File: src/rtl/aes_cp_pkg.sv
// Shared constants and types for the aes256_coprocessor bus-initiator front end.
// Register map, status values, command opcodes, FSM states and word-select helpers.
package aes_cp_pkg;

  localparam logic [3:0] ADDR_STATUS = 4'd0;
  localparam logic [3:0] ADDR_NONCE0 = 4'd1;
  localparam logic [3:0] ADDR_KEY0   = 4'd5;
  localparam logic [3:0] ADDR_DIN    = 4'd13;
  localparam logic [3:0] ADDR_DOUT   = 4'd14;

  localparam int          STATUS_RUN_BIT = 0;
  localparam int          STATUS_RST_BIT = 1;
  localparam logic [31:0] STATUS_RUN     = 32'h0000_0001 << STATUS_RUN_BIT;
  localparam logic [31:0] STATUS_RST     = 32'h0000_0001 << STATUS_RST_BIT;
  localparam logic [31:0] STATUS_CLR     = 32'h0000_0000;

  localparam logic [1:0] OP_INIT     = 2'd0;
  localparam logic [1:0] OP_LOAD_KEY = 2'd1;
  localparam logic [1:0] OP_BLOCK    = 2'd2;
  localparam logic [1:0] OP_RSVD     = 2'd3;

  typedef enum logic [3:0] {
    ST_IDLE     = 4'd0,
    ST_INIT_RST = 4'd1,
    ST_INIT_CLR = 4'd2,
    ST_WR_NONCE = 4'd3,
    ST_WR_KEY   = 4'd4,
    ST_WR_DATA  = 4'd5,
    ST_WR_RUN   = 4'd6,
    ST_WAIT_INT = 4'd7,
    ST_RD_OUT   = 4'd8,
    ST_TO_RST   = 4'd9,
    ST_RESP     = 4'd10
  } state_e;

  function automatic logic [31:0] word128(input logic [127:0] v, input logic [1:0] idx);
    return v[{idx, 5'd0} +: 32];
  endfunction

  function automatic logic [31:0] word256(input logic [255:0] v, input logic [2:0] idx);
    return v[{idx, 5'd0} +: 32];
  endfunction

endpackage

File: src/rtl/aes_cp_host.sv
// Sequences INIT / LOAD_KEY / BLOCK commands into aes256_coprocessor register accesses.
// Optional macro AES_CP_TIMEOUT_EN bounds the wait for cp_int to TIMEOUT_CYCLES.
module aes_cp_host
  import aes_cp_pkg::*;
#(
  parameter int TIMEOUT_CYCLES = 1024
) (
  input  logic         clock,
  input  logic         rst_n,
  input  logic         cmd_valid,
  output logic         cmd_ready,
  input  logic [1:0]   cmd_op,
  input  logic [255:0] cmd_key,
  input  logic [127:0] cmd_nonce,
  input  logic [127:0] cmd_data,
  output logic         rsp_valid,
  input  logic         rsp_ready,
  output logic [127:0] rsp_data,
  output logic         rsp_err,
  output logic [3:0]   cp_addr,
  output logic [31:0]  cp_wdata,
  output logic         cp_we,
  input  logic [31:0]  cp_rdata,
  input  logic         cp_int
);

  state_e       state_r, state_s;
  logic [2:0]   cnt_r, cnt_s;
  logic [255:0] key_r, key_s;
  logic [127:0] nonce_r, nonce_s;
  logic [127:0] data_r, data_s;
  logic         accept_s;
  logic         cp_we_s;
  logic [3:0]   cp_addr_s;
  logic [31:0]  cp_wdata_s;
  logic [127:0] rsp_data_s;
  logic         rsp_err_s;

`ifdef AES_CP_TIMEOUT_EN
  localparam int TO_W = $clog2(TIMEOUT_CYCLES + 1);
  logic [TO_W-1:0] to_cnt_r;
  logic            to_hit_s;

  assign to_hit_s = (to_cnt_r == TO_W'(TIMEOUT_CYCLES - 1));

  // Timeout counter: zero outside WAIT_INT so it restarts on every entry.
  always_ff @(posedge clock or negedge rst_n) begin
    if (!rst_n) begin
      to_cnt_r <= '0;
    end else if (state_r != ST_WAIT_INT) begin
      to_cnt_r <= '0;
    end else begin
      to_cnt_r <= to_cnt_r + TO_W'(1);
    end
  end
`endif

  assign accept_s = cmd_valid && (state_r == ST_IDLE);
  // Operands are taken straight from the command port in the accept cycle so
  // the first write can be registered out at T+1.
  assign key_s    = accept_s ? cmd_key   : key_r;
  assign nonce_s  = accept_s ? cmd_nonce : nonce_r;
  assign data_s   = accept_s ? cmd_data  : data_r;

  // Next-state and word-counter logic.
  always_comb begin
    state_s = state_r;
    cnt_s   = cnt_r;
    case (state_r)
      ST_IDLE: begin
        if (cmd_valid) begin
          cnt_s = 3'd0;
          case (cmd_op)
            OP_INIT:     state_s = ST_INIT_RST;
            OP_LOAD_KEY: state_s = ST_WR_NONCE;
            OP_BLOCK:    state_s = ST_WR_DATA;
            default:     state_s = ST_RESP;
          endcase
        end else begin
          state_s = ST_IDLE;
        end
      end
      ST_INIT_RST: state_s = ST_INIT_CLR;
      ST_INIT_CLR: state_s = ST_RESP;
      ST_WR_NONCE: begin
        if (cnt_r == 3'd3) begin
          state_s = ST_WR_KEY;
          cnt_s   = 3'd0;
        end else begin
          cnt_s   = cnt_r + 3'd1;
        end
      end
      ST_WR_KEY: begin
        if (cnt_r == 3'd7) begin
          state_s = ST_RESP;
          cnt_s   = 3'd0;
        end else begin
          cnt_s   = cnt_r + 3'd1;
        end
      end
      ST_WR_DATA: begin
        if (cnt_r == 3'd3) begin
          state_s = ST_WR_RUN;
          cnt_s   = 3'd0;
        end else begin
          cnt_s   = cnt_r + 3'd1;
        end
      end
      ST_WR_RUN: state_s = ST_WAIT_INT;
      ST_WAIT_INT: begin
        if (cp_int) begin
          state_s = ST_RD_OUT;
          cnt_s   = 3'd0;
        end
`ifdef AES_CP_TIMEOUT_EN
        else if (to_hit_s) begin
          state_s = ST_TO_RST;
        end
`endif
        else begin
          state_s = ST_WAIT_INT;
        end
      end
      ST_RD_OUT: begin
        if (cnt_r == 3'd3) begin
          state_s = ST_RESP;
          cnt_s   = 3'd0;
        end else begin
          cnt_s   = cnt_r + 3'd1;
        end
      end
      ST_TO_RST: state_s = ST_RESP;
      ST_RESP: begin
        if (rsp_ready) begin
          state_s = ST_IDLE;
        end else begin
          state_s = ST_RESP;
        end
      end
      default: state_s = ST_IDLE;
    endcase
  end

  // Bus decode for the upcoming cycle, registered below.
  always_comb begin
    cp_we_s    = 1'b0;
    cp_addr_s  = ADDR_STATUS;
    cp_wdata_s = 32'h0000_0000;
    case (state_s)
      ST_INIT_RST, ST_TO_RST: begin
        cp_we_s    = 1'b1;
        cp_wdata_s = STATUS_RST;
      end
      ST_INIT_CLR: begin
        cp_we_s    = 1'b1;
        cp_wdata_s = STATUS_CLR;
      end
      ST_WR_NONCE: begin
        cp_we_s    = 1'b1;
        cp_addr_s  = ADDR_NONCE0 + {2'b00, cnt_s[1:0]};
        cp_wdata_s = word128(nonce_s, cnt_s[1:0]);
      end
      ST_WR_KEY: begin
        cp_we_s    = 1'b1;
        cp_addr_s  = ADDR_KEY0 + {1'b0, cnt_s};
        cp_wdata_s = word256(key_s, cnt_s);
      end
      ST_WR_DATA: begin
        cp_we_s    = 1'b1;
        cp_addr_s  = ADDR_DIN;
        cp_wdata_s = word128(data_s, cnt_s[1:0]);
      end
      ST_WR_RUN: begin
        cp_we_s    = 1'b1;
        cp_wdata_s = STATUS_RUN;
      end
      ST_RD_OUT: cp_addr_s = ADDR_DOUT;
      default: cp_we_s = 1'b0;
    endcase
  end

  // Response payload: cleared on accept, filled word by word from the data-out port.
  always_comb begin
    rsp_data_s = rsp_data;
    rsp_err_s  = rsp_err;
    if (accept_s) begin
      rsp_data_s = 128'd0;
      rsp_err_s  = (cmd_op == OP_RSVD);
    end else if (state_r == ST_RD_OUT) begin
      rsp_data_s[{cnt_r[1:0], 5'd0} +: 32] = cp_rdata;
    end else if (state_r == ST_TO_RST) begin
      rsp_err_s  = 1'b1;
    end else begin
      rsp_err_s  = rsp_err;
    end
  end

  // State, operand and output registers.
  always_ff @(posedge clock or negedge rst_n) begin
    if (!rst_n) begin
      state_r   <= ST_IDLE;
      cnt_r     <= 3'd0;
      key_r     <= 256'd0;
      nonce_r   <= 128'd0;
      data_r    <= 128'd0;
      cmd_ready <= 1'b1;
      rsp_valid <= 1'b0;
      rsp_data  <= 128'd0;
      rsp_err   <= 1'b0;
      cp_addr   <= 4'd0;
      cp_wdata  <= 32'd0;
      cp_we     <= 1'b0;
    end else begin
      state_r   <= state_s;
      cnt_r     <= cnt_s;
      key_r     <= key_s;
      nonce_r   <= nonce_s;
      data_r    <= data_s;
      cmd_ready <= (state_s == ST_IDLE);
      rsp_valid <= (state_s == ST_RESP);
      rsp_data  <= rsp_data_s;
      rsp_err   <= rsp_err_s;
      cp_addr   <= cp_addr_s;
      cp_wdata  <= cp_wdata_s;
      cp_we     <= cp_we_s;
    end
  end

endmodule

File: config.mk
export PLATFORM = sky130hd
export DESIGN_NAME = aes_cp_host
export DESIGN_NICKNAME = d
export VERILOG_FILES = /design/src/rtl/aes_cp_pkg.sv /design/src/rtl/aes_cp_host.sv
export SDC_FILE = /design/constraint.sdc
export NUM_CORES = 2
export LEC_CHECK = 0
export BUFFER_PORTS_ARGS = -buffer_cell sky130_fd_sc_hd__clkbuf_2
export CAP_MARGIN = 20
export CORE_AREA = 4 4 278 280
export CTS_CLUSTER_DIAMETER = 120
export DETAILED_ROUTE_END_ITERATION = 12
export DIE_AREA = 0 0 282 284
export PLACE_DENSITY_LB_ADDON = 0.2
export REMOVE_ABC_BUFFERS = 1
export SLEW_MARGIN = 10
export SYNTH_ARGS = -nofsm -noshare
export SYNTH_HDL_FRONTEND = slang
export SYNTH_SLANG_ARGS = --single-unit
File: constraint.sdc
create_clock -name clock -period 8.5 [get_ports clock]
set_clock_uncertainty 0.15 [all_clocks]
set_input_delay 0.425 -clock clock [delete_from_list [all_inputs] [get_ports clock]]
set_output_delay 0.425 -clock clock [all_outputs]
set_load 0.03 [all_outputs]
==> out/qor.yml <==
status: "finished, final reports clean"
drive_gt1_share_pct: 19.9
vias_per_cell: 5.30
dpl.cell_count: 4863
ys_ff_latch: 687
via_count: 29500
async_flop_share_pct: 100
die_w_um: 282
hold_viol: 0
cp.arrival_ps: 5200
required_ps: 8880
fmax_ghz: 0.208
crit_path_end_kind: "flip-flop"
p_seq_share_pct: 33.8
die_h_um: 284
rsz0062_at_grt: "false"
synth_top_area_cell: "dfrtp_1"
yosys_warnings: 0
syn2layout_area_growth_pct: 40.2
clkTransAtPathRegs_ps: 60
overflow: 0
cp-start-kind: "flip-flop"
die_area_sq_um: 80100
powerDensity_nw_per_um2: 354
start_util_pct: 40.9
min_period_ps: 4820
syn_area_sq_um: 30400
clockPowerShare_pct: 22.1
fin_cells: 5558
grt_pass1_vias: 30600
syn_area_per_cell_sq_um: 8.99
critPathSlowestCell: "and2_4"
p_sw_share_pct: 42.2
p_int_w: 0.00873
clock_sink_count: 687
nets: 5075
ys_types: 63
maxCapViolCount: 0
clockBufferDepth: 3
grt_max_degree: 199
grt_use_total_pct: 27.1
seq_area_frac_synth_pct: 56.5
tns_ps: 0
worst_slew_pin_slew_ps: 1120
cp_cell_sequence: "nor2_1, and2_4, buf_4, buf_4, nand2_1, nand2_1, nor2_1, a311oi_1, o21a_1, or4_1"
insertion_delay_ps: 610
clock-root-buffer: "clkbuf_16"
numCtsBuffers: 77
io-pin-count: 719
routedWlPerCell_um: 19.9
ant_nets: 0
htree_levels: 3
ys_top_cells_by_area: "dfrtp_1 (56%), nand2_1 (19%), a311oi_1 (5.2%)"
cts.repair.resized: 0
grt_antenna_before_repair: 18
cts_tree: "yes"
drt_first_pass_iters: 5
worstHoldPathType: "in2reg"
routed_wl_um: 111000
drc: 0
r2r_slack_ps: 3680
num_rows: 100
finalSetupViolations: 0
grt_pass1_wl_um: 171000
maxSlewViolCount: 0
synth_flop_cell: "dfrtp_1"
cts_setup_buffers: 0
fin_crit_sh_pct: 56.7
path_max_fanout: 95
yosysTopAreaCellShare_pct: 56.4
slowest_delay_ps: 890
slew_headroom_pct: 25.4
utilization_pct: 57.3
core-area_sq_um: 74400
peakVddDrop_mv: 0.236
p_leak_nw: 22.7
port_buffers: 718
fill_cells: 6446
gp_congestion: 0.862
synth_edf_count: 0
drt_iter0_drc: 2227
synthCells: 3382
hold_slack_ps: 29.3
power_frac_comb_pct: 44.1
crit_type: "reg2reg"
post-dp-hpwl_um: 69300
p_switching_w: 0.00636
## cell families after synthesis
group | synth area share (%)
multiplexers | 0.609
buffers and inverters | 3.50
adder cells (fa/ha/maj) | 0.370
flip-flops | 56.5
AO/OA/AOI/OAI | 14.7
AND/OR/NAND/NOR | 24.3
XOR/XNOR | 0.0288
## flip-flops by register name, indices dropped and copies added, names as in the netlist, 3 cells and up
signal	cells
key_r	256
cnt_r	3
state_r	4
rsp_data	128
cp_addr	4
data_r	128
cp_wdata	32
nonce_r	128
## metal layers
| metal | share of wire (%) | track usage (%) | routed length, um |
|---|---|---|---|
| met5 | 0.031 | 0 | 34 |
| met4 | 6.6 | 16.3 | 7320 |
| met3 | 6.7 | 5.02 | 7430 |
| met2 | 47 | 44.1 | 52300 |
| met1 | 39 | 33.5 | 43700 |
## timing repair
action / CTS / global route
hold buffers: 542 / 0
endpoints found under the hold margin: 741 / 0
setup endpoints to repair: 0 / 0
## worst paths after layout
kind	from	to	cells after the start
setup / recovery	state_r[1]$_DFF_PN0_	cp_wdata[19]$_DFF_PN0_	10
hold / removal	cmd_key[173]	key_r[173]$_DFF_PN0_	3
setup reg to reg	state_r[1]$_DFF_PN0_	cp_wdata[19]$_DFF_PN0_	10
hold reg to reg	data_r[43]$_DFF_PN0_	data_r[43]$_DFF_PN0_	2
max in group asynchronous	rst_n	key_r[8]$_DFF_PN0_	3
min in group asynchronous	rst_n	key_r[152]$_DFF_PN0_	2
## area by class of cell
class | instances | area, sq um | share of cell area, %
multi-input cells | 2439 | 12200 | 28.7
well taps | 969 | 1210 | 2.84
diodes | 16 | 40.0 | 0.0939
clock buffers | 115 | 2290 | 5.37
flip-flops and latches | 687 | 17200 | 40.3
clock inverters | 22 | 229 | 0.537
inverters | 14 | 55.1 | 0.129
repair buffers | 1296 | 9370 | 22.0
## synthesized netlist by cell type (3+ instances only)
cell / count
ha_1: 9
nand3_1: 61
nand2b_1: 5
o21ba_2: 3
a311oi_1: 182
o211ai_1: 61
nor3b_1: 4
a22o_1: 126
dfrtp_1: 686
nor3_1: 6
mux2i_1: 14
nor4_1: 3
and3_1: 3
o21a_1: 32
inv_1: 13
a21o_1: 3
nor2_1: 191
o21ai_0: 6
buf_2: 48
or2_2: 4
a21oi_1: 39
nand2_1: 1555
buf_4: 8
mux2_2: 4
o21ba_1: 58
buf_1: 28
nand4_1: 3
or4_1: 30
clkbuf_1: 156
## critical path, delay by kind of cell, from the launching register on
kind / cells / cell delay, ps
buffers and inverters: 2 / 1580
AND/OR/NAND/NOR: 6 / 1790
flip-flops: 1 / 550
AO/OA/AOI/OAI: 2 / 530
## layout by cell type, fill, tap and decap left out, types with 3 or more instances in the layout
master	Yosys	routed
inv_6	0	3
mux2i_1	14	14
buf_12	0	6
nand4_1	3	3
mux2_2	4	4
dlygate4sd3_1	0	542
nor4_1	3	3
a21oi_2	0	3
o211ai_1	61	61
o21ai_0	6	6
clkbuf_1	156	17
nand3_1	61	61
and3_1	3	3
a21oi_1	39	35
o21ba_1	58	58
a22o_1	126	126
o21a_1	32	32
ha_1	9	9
inv_1	13	12
clkbuf_8	0	20
clkinv_2	0	12
or2_2	4	4
dfrtp_1	686	686
o21ba_2	3	3
clkbuf_16	0	78
nand2b_1	5	4
bufinv_16	0	3
buf_4	8	30
nor2_1	191	191
a311oi_1	182	182
nor3_1	6	5
clkbuf_2	0	717
nand2_1	1555	1554
or4_1	30	30
nor3b_1	4	3
diode_2	0	16
## power groups by stage
stage                     sequential [W]  clock [W]  combinational (W)
after global routing             0.00523    0.00353            0.00742
final                            0.00510    0.00333            0.00666
after CTS                        0.00510    0.00339            0.00664
after detailed placement         0.00515          0            0.00640
after global placement           0.00511          0            0.00636
after floorplan                  0.00549          0            0.00474
## through the flow
| step | cell area, sq um | setup slack, ps | total power, W |
|---|---|---|---|
| after floorplan | 29400 | -9410 | 0.0102 |
| after global placement | 34600 | 3840 | 0.0115 |
| after detailed placement | 34600 | 3740 | 0.0115 |
| after CTS | 42600 | 3740 | 0.0151 |
| after global routing | 42600 | 3300 | 0.0162 |
| final | 42600 | 3680 | 0.0151 |
Note: power is estimated with default switching activity, not from simulation.
